==> config.mk <==
export PLATFORM = sky130hd
export DESIGN_NAME = camera_capture
export DESIGN_NICKNAME = d
export VERILOG_FILES = /design/src/rtl/camera_pkg.sv /design/src/rtl/sync_edge.sv /design/src/rtl/camera_capture.sv
export SDC_FILE = /design/constraint.sdc
export NUM_CORES = 1
export LEC_CHECK = 0
export BUFFER_PORTS_ARGS = -buffer_cell sky130_fd_sc_hd__buf_2
export CAP_MARGIN = 20
export CORE_ASPECT_RATIO = 1.1
export CORE_MARGIN = 1
export CORE_UTILIZATION = 45
export CTS_CLUSTER_SIZE = 25
export DETAILED_ROUTE_END_ITERATION = 12
export PLACE_DENSITY_LB_ADDON = 0.12
export SLEW_MARGIN = 10
export SYNTH_ARGS = -nofsm -noshare
export SYNTH_HDL_FRONTEND = slang
export SYNTH_SLANG_ARGS = --single-unit
==> constraint.sdc <==
create_clock -name clk_write -period 2.4 [get_ports clk_write]
set_input_delay 0 -clock clk_write [delete_from_list [all_inputs] [get_ports clk_write]]
set_output_delay 0 -clock clk_write [all_outputs]
set_load 0.03 [all_outputs]
==> src/rtl/camera_pkg.sv <==
`default_nettype none
// ============================================================================
// Module      : camera_pkg
// Description : Shared types and helpers for the camera capture block:
//               capture state encoding, RGB565 field layout and the
//               decimation-factor legality check.
// Revision    : 1.0 - initial release
// ============================================================================
package camera_pkg;

    // Capture state machine encoding
    typedef enum logic [1:0] {
        ST_SYNC   = 2'd0,   // waiting for a frame boundary after reset
        ST_ARMED  = 2'd1,   // between frames, waiting for frame start
        ST_ACTIVE = 2'd2,   // capturing lines of the current frame
        ST_DONE   = 2'd3    // one-cycle frame completion pulse
    } cap_state_t;

    // RGB565 field positions within a 16-bit pixel
    localparam int unsigned RGB_R_MSB = 15;
    localparam int unsigned RGB_R_LSB = 11;
    localparam int unsigned RGB_G_MSB = 10;
    localparam int unsigned RGB_G_LSB = 5;
    localparam int unsigned RGB_B_MSB = 4;
    localparam int unsigned RGB_B_LSB = 0;

    typedef struct packed {
        logic [RGB_R_MSB-RGB_R_LSB:0] r;
        logic [RGB_G_MSB-RGB_G_LSB:0] g;
        logic [RGB_B_MSB-RGB_B_LSB:0] b;
    } rgb565_t;

    // Only power-of-two factors up to 4 are supported; the modulo tests in
    // the capture path are implemented as bit masks.
    function automatic bit decim_legal(input int unsigned d);
        return (d == 1) || (d == 2) || (d == 4);
    endfunction

endpackage
`default_nettype wire

==> src/rtl/sync_edge.sv <==
`default_nettype none
// ============================================================================
// Module      : sync_edge
// Description : Registers a single-bit input once and reports the
//               registered level together with its rising and falling
//               edges (combinational from the registered copy and its
//               one-cycle-delayed history).
// Ports       : clk     - clock
//               rst     - synchronous active-high reset
//               i_sig   - raw input
//               o_level - registered input
//               o_rise  - registered input went 0 -> 1 this cycle
//               o_fall  - registered input went 1 -> 0 this cycle
// Revision    : 1.0 - initial release
// ============================================================================
module sync_edge (
    input  logic clk,
    input  logic rst,
    input  logic i_sig,
    output logic o_level,
    output logic o_rise,
    output logic o_fall
);

    logic r_sig_q;
    logic r_prev_q;
    logic w_sig_d;
    logic w_prev_d;

    always_comb begin
        w_sig_d  = i_sig;
        w_prev_d = r_sig_q;
    end

    always_ff @(posedge clk) begin
        if (rst) begin
            r_sig_q  <= 1'b0;
            r_prev_q <= 1'b0;
        end else begin
            r_sig_q  <= w_sig_d;
            r_prev_q <= w_prev_d;
        end
    end

    assign o_level = r_sig_q;
    assign o_rise  = r_sig_q & ~r_prev_q;
    assign o_fall  = ~r_sig_q & r_prev_q;

endmodule
`default_nettype wire

==> src/rtl/camera_capture.sv <==
`default_nettype none
// ============================================================================
// Module      : camera_capture
// Description : Captures RGB565 pixels (high byte first) from an 8-bit
//               parallel camera port, decimates them in both axes and
//               writes them to the camera-side frame buffer port. Only
//               whole frames are captured; malformed frames are flagged.
// Ports       : clk_write   - camera pixel clock (only clock)
//               reset       - synchronous active-high reset
//               vsync       - frame sync, high between frames
//               href        - line valid
//               cam_data    - camera byte
//               capture_en  - capture enable, sampled at frame start
//               write_addr  - frame buffer write address
//               dout_camera - RGB565 pixel to write
//               mwe_camera  - write strobe, one cycle per pixel
//               frame_done  - one-cycle pulse at end of a captured frame
//               frame_err   - error status of the last captured frame
// Revision    : 1.0 - initial release
// ============================================================================
module camera_capture
    import camera_pkg::*;
#(
    parameter int unsigned H_PIXELS  = 320,
    parameter int unsigned V_LINES   = 240,
    parameter int unsigned DECIM     = 2,
    parameter int unsigned BASE_ADDR = 0
) (
    input  logic        clk_write,
    input  logic        reset,
    input  logic        vsync,
    input  logic        href,
    input  logic [7:0]  cam_data,
    input  logic        capture_en,
    output logic [15:0] write_addr,
    output logic [15:0] dout_camera,
    output logic        mwe_camera,
    output logic        frame_done,
    output logic        frame_err
);

    localparam int unsigned H_OUT = H_PIXELS / DECIM;
    localparam int unsigned V_OUT = V_LINES / DECIM;

    localparam logic [15:0] c_h_pixels   = 16'(H_PIXELS);
    localparam logic [15:0] c_v_lines    = 16'(V_LINES);
    localparam logic [15:0] c_decim_mask = 16'(DECIM - 1);
    localparam logic [15:0] c_base_addr  = 16'(BASE_ADDR);
    localparam logic [16:0] c_frame_px   = 17'(H_OUT * V_OUT);

    generate
        if (!decim_legal(DECIM)) begin : g_decim_illegal
            $error("camera_capture: DECIM must be 1, 2 or 4");
        end
    endgenerate

    // ------------------------------------------------------------------
    // Input registration
    // ------------------------------------------------------------------
    logic w_vsync_lvl;
    logic w_vsync_rise;
    logic w_vsync_fall;
    logic w_href_lvl;
    logic w_href_rise;
    logic w_href_fall;

    sync_edge u_vsync_edge (
        .clk     (clk_write),
        .rst     (reset),
        .i_sig   (vsync),
        .o_level (w_vsync_lvl),
        .o_rise  (w_vsync_rise),
        .o_fall  (w_vsync_fall)
    );

    sync_edge u_href_edge (
        .clk     (clk_write),
        .rst     (reset),
        .i_sig   (href),
        .o_level (w_href_lvl),
        .o_rise  (w_href_rise),
        .o_fall  (w_href_fall)
    );

    // ------------------------------------------------------------------
    // State and datapath registers
    // ------------------------------------------------------------------
    cap_state_t  r_state_q,  w_state_d;
    logic [7:0]  r_data_q,   w_data_d;
    logic [7:0]  r_hi_q,     w_hi_d;
    logic        r_phase_q,  w_phase_d;
    logic [15:0] r_col_q,    w_col_d;
    logic [15:0] r_row_q,    w_row_d;
    logic [16:0] r_idx_q,    w_idx_d;
    logic [15:0] r_addr_q,   w_addr_d;
    logic [15:0] r_dout_q,   w_dout_d;
    logic        r_mwe_q,    w_mwe_d;
    logic        r_done_q,   w_done_d;
    logic        r_err_q,    w_err_d;

    logic        w_phase_cur;
    logic        w_decim_hit;
    rgb565_t     w_pixel;

    // A new line always starts on the high byte, whatever the phase was.
    assign w_phase_cur = w_href_rise ? 1'b0 : r_phase_q;

    assign w_decim_hit = ((r_col_q & c_decim_mask) == 16'd0) &&
                         ((r_row_q & c_decim_mask) == 16'd0);

    assign w_pixel = rgb565_t'({r_hi_q, r_data_q});

    always_comb begin
        w_state_d = r_state_q;
        w_data_d  = cam_data;
        w_hi_d    = r_hi_q;
        w_phase_d = r_phase_q;
        w_col_d   = r_col_q;
        w_row_d   = r_row_q;
        w_idx_d   = r_idx_q;
        w_addr_d  = r_addr_q;
        w_dout_d  = r_dout_q;
        w_mwe_d   = 1'b0;
        w_done_d  = 1'b0;
        w_err_d   = r_err_q;

        case (r_state_q)
            ST_SYNC: begin
                // Never join a frame already in progress.
                if (w_vsync_rise) begin
                    w_state_d = ST_ARMED;
                end
            end

            ST_ARMED: begin
                if (w_vsync_fall && capture_en) begin
                    w_state_d = ST_ACTIVE;
                    w_col_d   = 16'd0;
                    w_row_d   = 16'd0;
                    w_idx_d   = 17'd0;
                    w_phase_d = 1'b0;
                    w_err_d   = 1'b0;
                end
            end

            ST_ACTIVE: begin
                if (w_vsync_rise) begin
                    // Frame end; a byte or line still in flight is dropped.
                    w_state_d = ST_DONE;
                    w_done_d  = 1'b1;
                    w_phase_d = 1'b0;
                    if ((r_row_q != c_v_lines) || w_href_lvl || r_phase_q) begin
                        w_err_d = 1'b1;
                    end
                end else if (w_href_fall) begin
                    if ((r_col_q != c_h_pixels) || r_phase_q) begin
                        w_err_d = 1'b1;
                    end
                    w_row_d   = (r_row_q == 16'hFFFF) ? r_row_q : r_row_q + 16'd1;
                    w_col_d   = 16'd0;
                    w_phase_d = 1'b0;
                end else if (w_href_lvl) begin
                    if (!w_phase_cur) begin
                        w_hi_d    = r_data_q;
                        w_phase_d = 1'b1;
                    end else begin
                        w_phase_d = 1'b0;
                        w_col_d   = (r_col_q == 16'hFFFF) ? r_col_q : r_col_q + 16'd1;
                        if (r_col_q >= c_h_pixels) begin
                            w_err_d = 1'b1;
                        end else if (w_decim_hit) begin
                            if (r_idx_q < c_frame_px) begin
                                w_mwe_d  = 1'b1;
                                w_addr_d = c_base_addr + r_idx_q[15:0];
                                w_dout_d = w_pixel;
                                w_idx_d  = r_idx_q + 17'd1;
                            end else begin
                                // Buffer full: suppress rather than wrap.
                                w_err_d = 1'b1;
                            end
                        end
                    end
                end
            end

            ST_DONE: begin
                w_state_d = ST_ARMED;
            end

            default: begin
                w_state_d = ST_SYNC;
            end
        endcase
    end

    always_ff @(posedge clk_write) begin
        if (reset) begin
            r_state_q <= ST_SYNC;
            r_data_q  <= 8'd0;
            r_hi_q    <= 8'd0;
            r_phase_q <= 1'b0;
            r_col_q   <= 16'd0;
            r_row_q   <= 16'd0;
            r_idx_q   <= 17'd0;
            r_addr_q  <= 16'd0;
            r_dout_q  <= 16'd0;
            r_mwe_q   <= 1'b0;
            r_done_q  <= 1'b0;
            r_err_q   <= 1'b0;
        end else begin
            r_state_q <= w_state_d;
            r_data_q  <= w_data_d;
            r_hi_q    <= w_hi_d;
            r_phase_q <= w_phase_d;
            r_col_q   <= w_col_d;
            r_row_q   <= w_row_d;
            r_idx_q   <= w_idx_d;
            r_addr_q  <= w_addr_d;
            r_dout_q  <= w_dout_d;
            r_mwe_q   <= w_mwe_d;
            r_done_q  <= w_done_d;
            r_err_q   <= w_err_d;
        end
    end

    assign write_addr  = r_addr_q;
    assign dout_camera = r_dout_q;
    assign mwe_camera  = r_mwe_q;
    assign frame_done  = r_done_q;
    assign frame_err   = r_err_q;

endmodule
`default_nettype wire

==> impl_metrics.ini, run 1 <==
[floorplan]
dieArea_um2 = 10700
start_util_pct = 46.6
die_x_um = 98.7
coreArea_um2 = 9940
fp-row-count = 38
die_h_um = 108
ios = 48

[logic_synthesis]
ys_types = 58
synth_edf_count = 0
synth.area.top_cells = dfxtp_1 (46%), nand2_1 (6.8%), xor2_1 (5.5%)
yosysMostFrequentCell = dfxtp_1
ys_ff_latch = 107
syn-num-nets = 562
async_flop_share_pct = 0
syn_inst = 541
ys.flop_type = dfxtp_1
ys_top_cells_by_count = dfxtp_1 (107), nand2_1 (84), nor2_1 (64), a21oi_1 (47), xor2_1 (29)
yosys.area.top_type_share_pct = 46.3
synthesis.area_um2 = 4630
avgSynthCellArea_um2 = 8.56
synth_top_area_cell = dfxtp_1
yosysWarnings = 0
ys_seq_area_share_pct = 46.3

[drt]
avgViaCountPerCell = 5.36
wl_per_cell_um = 14.2
drtIter0Drc = 113
drt-total-wl_um = 10300
vias = 3904
ant_nets = 0
detail_route.first_pass.iterations = 4
drc = 0

[power_and_ir_drop]
totalPowerFinal_mw = 3.49
p_per_area_nw_per_um2 = 646
p_leak_nw = 2.13
vdd_ir_drop_max_uv = 305

[layout]
area_growth_syn_to_layout_pct = 16.5
final_layout_size_suffix_gt1_share_pct = 16.7
ff_latch_area_um2 = 2140
diodes = 0
fin_area_um2 = 5400
nFillCells = 975
multi_input_area_um2 = 2370
layout.nets = 625
fin_util_pct = 54.3

[run]
drv_cap = 0

[run_status]
status = completed

[grt]
antenna_found_initial = 0
overflow = 0
grt_pass1_vias = 3633
grt_first_pass_wirelength_um = 17000
grt_usage_pct = 19.9
grt_max_degree = 54

[cts]
numCtsBuffers = 9
cts_setup_buffers = 0
clock-root-buffer = clkbuf_8
clk_pin_slew_ns = 0.10
cts_tree = built
clock_path_buffers = 2
htree_levels = 3
clk_latency_ns = 0.37
cts.sinks = 107

[sta]
finalHoldViolCount = 0
slew_headroom_pct = 48.1
period_minus_slack_ns = 2.25
rsz0062_at_grt = false
drv_slew = 0
fmax_mhz = 444
tightest_slew_ns = 0.771
whs_ns = 0.00970
tns_ns = 0
setup_viol_count_final = 0
finalClockSkew_ns = 0.0117
period_share_pct = 93.9

[hold_path]
min_path_cells = 2
hp-class = input pin to flop

[setup_path]
critPathRequiredTime_ns = 2.67
arrival_ns = 2.52
r2r_cells = 6
worstSetupEndpointType = flop
worstSetupStartpointType = flop
path_class = flop to flop
cp_max_fo = 13

[placement]
place.detailed.hpwl_um = 7070
place_area_um2 = 5070
port_buffers = 47
gp_congestion = 0.804
[final timing paths]
check,from,end,slack [ns]
setup reg to reg,r_col_q[9],r_col_q[7],0.15
hold / removal,reset,r_row_q[1],0.01
setup / recovery,r_col_q[9],r_col_q[7],0.15
hold reg to reg,r_idx_q[15],r_idx_q[15],0.44
[timing repair]
action	4_1_cts	5_1_grt
hold endpoints to repair	10	0
hold buffers	10	0
resized for setup	0	9
endpoints found under the setup margin	0	23
[area by class of cell]
| class | count | area share, % |
|---|---|---|
| multi-input cells | 395 | 44.0 |
| flip-flops and latches | 107 | 39.7 |
| repair buffers | 78 | 9.37 |
| well taps | 120 | 2.78 |
| clock buffers | 11 | 2.43 |
| inverters | 13 | 0.904 |
| clock inverters | 5 | 0.835 |
[cell usage in the layout (no fill, tap or decap), drive strengths merged, types with 3 or more instances in the layout]
cell	synthesis	layout
a21oi	47	47
a31oi	4	4
and2	4	4
and3	13	13
and4	6	6
buf	4	68
clkbuf	22	11
dfxtp	107	107
dlygate4sd3	0	10
ha	8	8
inv	13	16
mux2i	10	10
nand2	84	84
nand2b	5	5
nand3	19	19
nand3b	4	4
nand4	17	17
nor2	64	64
nor2b	13	13
nor3	6	6
nor3b	3	3
nor4	5	5
o211ai	3	3
o21ai	15	15
xnor2	3	3
xor2	29	29
[power by group]
| part | leakage [nW] | internal, mW | switching [mW] |
|---|---|---|---|
| clock network | 0.0864 | 0.396 | 0.645 |
| logic | 1.17 | 0.233 | 0.380 |
| registers | 0.865 | 1.81 | 0.0260 |
[cells by family after synthesis]
| kind of cell | after synthesis | synth area share (%) |
|---|---|---|
| XOR/XNOR | 32 | 6.05 |
| AO/OA/AOI/OAI | 89 | 12.2 |
| multiplexers | 11 | 2.40 |
| adder cells (fa/ha/maj) | 8 | 2.16 |
| AND/OR/NAND/NOR | 255 | 27.3 |
| buffers and inverters | 39 | 3.59 |
| flip-flops | 107 | 46.3 |
[stage by stage]
stage	std cells	setup WS (ns)
after floorplan	541	0.357
after global placement	703	0.136
after detailed placement	703	0.0752
after CTS	729	0.0463
after global routing	729	0.0180
final	729	0.147
[worst max-delay path: stages (launching register included)]
cell and delay (ns):
dfxtp_1 0.42, nand4_2 0.16, or4_1 0.50, o311a_2 0.50, or2_1 0.31, a31oi_1 0.19, nor2_1 0.07
[registers in the layout, summed over array words and instances (netlist names)]
name and cells:
r_idx_q 17, dout_camera 16, r_col_q 16, r_row_q 16, write_addr 16, r_data_q 8, r_hi_q 8, r_state_q 2
frame_done 1, frame_err 1, mwe_camera 1, r_phase_q 1, u_href_edge.o_level 1, u_href_edge.r_prev_q 1, u_vsync_edge.o_level 1, u_vsync_edge.r_prev_q 1
[routing by layer]
layer,part of all wire [%],track usage [%],vias to the layer above
met2,50,36.0,55
met4,0.95,6.08,0
met1,47,24.0,1850
met5,0,0,-
met3,2.6,3.81,9
li1,-,-,1990
Note: power is estimated with default switching activity, not from simulation.
==> inputs of run 2 (changes only) <==
--- a/config.mk
+++ b/config.mk
@@ -5,6 +5,7 @@
 export SDC_FILE = /design/constraint.sdc
 export NUM_CORES = 1
 export LEC_CHECK = 0
+export ABC_AREA = 1
 export BUFFER_PORTS_ARGS = -buffer_cell sky130_fd_sc_hd__buf_2
 export CAP_MARGIN = 20
 export CORE_ASPECT_RATIO = 1.1
@@ -12,6 +13,7 @@
 export CORE_UTILIZATION = 45
 export CTS_CLUSTER_SIZE = 25
 export DETAILED_ROUTE_END_ITERATION = 12
+export HOLD_SLACK_MARGIN = 0.12
 export PLACE_DENSITY_LB_ADDON = 0.12
 export SLEW_MARGIN = 10
 export SYNTH_ARGS = -nofsm -noshare
==> run 2 against run 1 <==
Compared with the run above:
- clock-buffer cell count decreased by 1
- highest routed layer unchanged
- global-route usage increased by 1.9 points
- largest cell class unchanged
- critical endpoint is now r_hi_q[1]
- critical path depth is 3 higher
==> impl_metrics.ini, run 2 <==
[run_status]
status = completed

[logic_synthesis]
yosys.area.top_type_share_pct = 39.1
ys_ff_latch = 107
ys.flop_type = dfxtp_1
synth_top_family_by_area = simple AND/OR/NAND/NOR gates
ys_seq_area_share_pct = 39.1
syn_inst = 807
yosysWarnings = 0
avgSynthCellArea_um2 = 6.78
synthMuxAreaShare_pct = 0
synth_compound_area_share_pct = 12.6
synthesis.area_um2 = 5470
yosysMostFrequentCell = nand2_1
yosys.area_share.simple_pct = 35.0
syn-num-nets = 828
ys_types = 34
ys_top_cells_by_count = nand2_1 (156), nor2_1 (133), dfxtp_1 (107), inv_1 (85), nand3_1 (73)
synth_top_area_cell = dfxtp_1
synth.area.top_cells = dfxtp_1 (39%), nand2_1 (11%), nor2_1 (9.1%)
async_flop_share_pct = 0
synthAdderAreaFrac_pct = 1.83
synth_edf_count = 0
synthXorXnorAreaFrac_pct = 2.08

[grt]
antenna_found_initial = 0
grt_max_degree = 57
overflow = 0
grt_usage_pct = 21.8
grt_first_pass_wirelength_um = 22200
grt_pass1_vias = 4720

[floorplan]
coreArea_um2 = 11600
start_util_pct = 47.0
ios = 48
die_h_um = 118
die_x_um = 107
fp-row-count = 41
dieArea_um2 = 12600

[setup_path]
path_cells = inv_2 > nand2_2 > nand2_4 > inv_4 > nand2_1 > nor2_1 > nand2_1 > o21ai_0 > a21oi_1
critPathRequiredTime_ns = 2.63
cpLargestDelayFamily = simple AND/OR/NAND/NOR gates
worst_path_most_repeated_cell = nand2_1
worstSetupStartpointType = flop
cpMaxStageDelayCell = dfxtp_1
path_buf_inv = 2
arrival_ns = 2.29
path_class = flop to flop
cp_max_fo = 16
worstSetupEndpointType = flop
slowest_delay_ns = 0.43

[cts]
cts_tree = built
clock-root-buffer = clkbuf_16
numCtsBuffers = 9
clk_latency_ns = 0.35
htree_levels = 3
cts_setup_buffers = 0
cts.sinks = 107
clk_pin_slew_ns = 0.07
clock_path_buffers = 2

[sta]
fmax_mhz = 486
tns_ns = 0
rsz0062_at_grt = false
drv_slew = 0
finalHoldViolCount = 0
tightest_slew_ns = 0.660
period_share_pct = 85.7
whs_ns = 0.122
finalClockSkew_ns = 0.00720
period_minus_slack_ns = 2.06
slew_headroom_pct = 56.0
setup_viol_count_final = 0

[hold_path]
hp-class = input pin to flop

[power_and_ir_drop]
vdd_ir_drop_max_uv = 524
p_per_area_nw_per_um2 = 745
totalPowerFinal_mw = 4.63
p_leak_nw = 2.54

[placement]
place.detailed.hpwl_um = 9170
gp_congestion = 0.882
port_buffers = 47
dp_cells = 984

[drt]
wl_per_cell_um = 13.0
drc = 0
detail_route.first_pass.iterations = 5
avgViaCountPerCell = 5.13
ant_nets = 0
drtIter0Drc = 366
drt-total-wl_um = 13100
vias = 5182

[layout]
layout_common_cells = nand2_1 (156), nor2_1 (133), dfxtp_1 (107)
final_layout_size_suffix_gt1_share_pct = 13.4
regMostFlops = r_idx_q
diodes = 0
layout.nets = 876
stdcell_count = 1010
final_common_cell = nand2_1
nFillCells = 1179
largest_reg_flops = 17
area_growth_syn_to_layout_pct = 13.5

[run]
drv_cap = 0
## run 2: path summary, 6_finish.rpt
kind                             from          end  slack, ns  depth (start not counted)
setup / recovery  u_href_edge.o_level    r_hi_q[1]       0.34                          9
hold reg to reg             r_hi_q[6]    r_hi_q[6]       0.46                          2
hold / removal                  reset  r_row_q[13]       0.12                          3
setup reg to reg  u_href_edge.o_level    r_hi_q[1]       0.34                          9
## run 2: cell families after synthesis
family,after synthesis
AOI/OAI and AO/OA,128
adders and majority gates,8
DFF,107
xor gates and xnor gates,13
and+or+nand+nor,426
buffers and inverters,125
## run 2: per-stage QoR
stage | utilization, % | instance area, um2 | setup slack, ns
CTS | 53.3 | 6210 | 0.225
global route | 53.3 | 6210 | 0.150
detailed placement | 50.0 | 5820 | 0.253
finish | 53.3 | 6210 | 0.342
floorplan | - | 5470 | 0.710
global placement | 50.0 | 5820 | 0.329
## run 2: layout make-up
class | count | area, um2 | share of cell area, %
sequential | 107 | 2140 | 34.5
inverter | 94 | 355 | 5.72
multi-input combinational | 575 | 2820 | 45.4
tap | 150 | 188 | 3.02
clock inverter | 6 | 47.5 | 0.766
clock buffer | 10 | 239 | 3.85
timing repair buffer | 68 | 418 | 6.73
## run 2: routing by layer
| layer | global-route usage [%] | wire length, um | up-vias | part of all wire, % |
|---|---|---|---|---|
| li1 | - | - | 2710 | - |
| met1 | 30.4 | 6650 | 2360 | 51 |
| met2 | 33.9 | 5800 | 97 | 44 |
| met3 | 4.15 | 495 | 15 | 3.8 |
| met4 | 6.59 | 193 | 0 | 1.5 |
| met5 | 0 | 0 | - | 0 |
## run 2: timing repair
action,in CTS,in global routing
endpoints found under the setup margin,0,1
hold buffers,10,0
resized for setup,0,1
hold endpoints to repair,10,0
## run 2: power breakdown
group          internal, mW  total [mW]  switching, mW
Sequential             1.86        1.95         0.0850
Clock                 0.740        1.43          0.690
Combinational         0.358        1.25          0.893
## run 2: worst register-to-register path, stage by stage, from the launching register on
cell     delay, ns
dfxtp_1       0.43
inv_2         0.09
nand2_2       0.26
nand2_4       0.13
inv_4         0.11
nand2_1       0.08
nor2_1        0.14
nand2_1       0.32
o21ai_0       0.31
a21oi_1       0.06
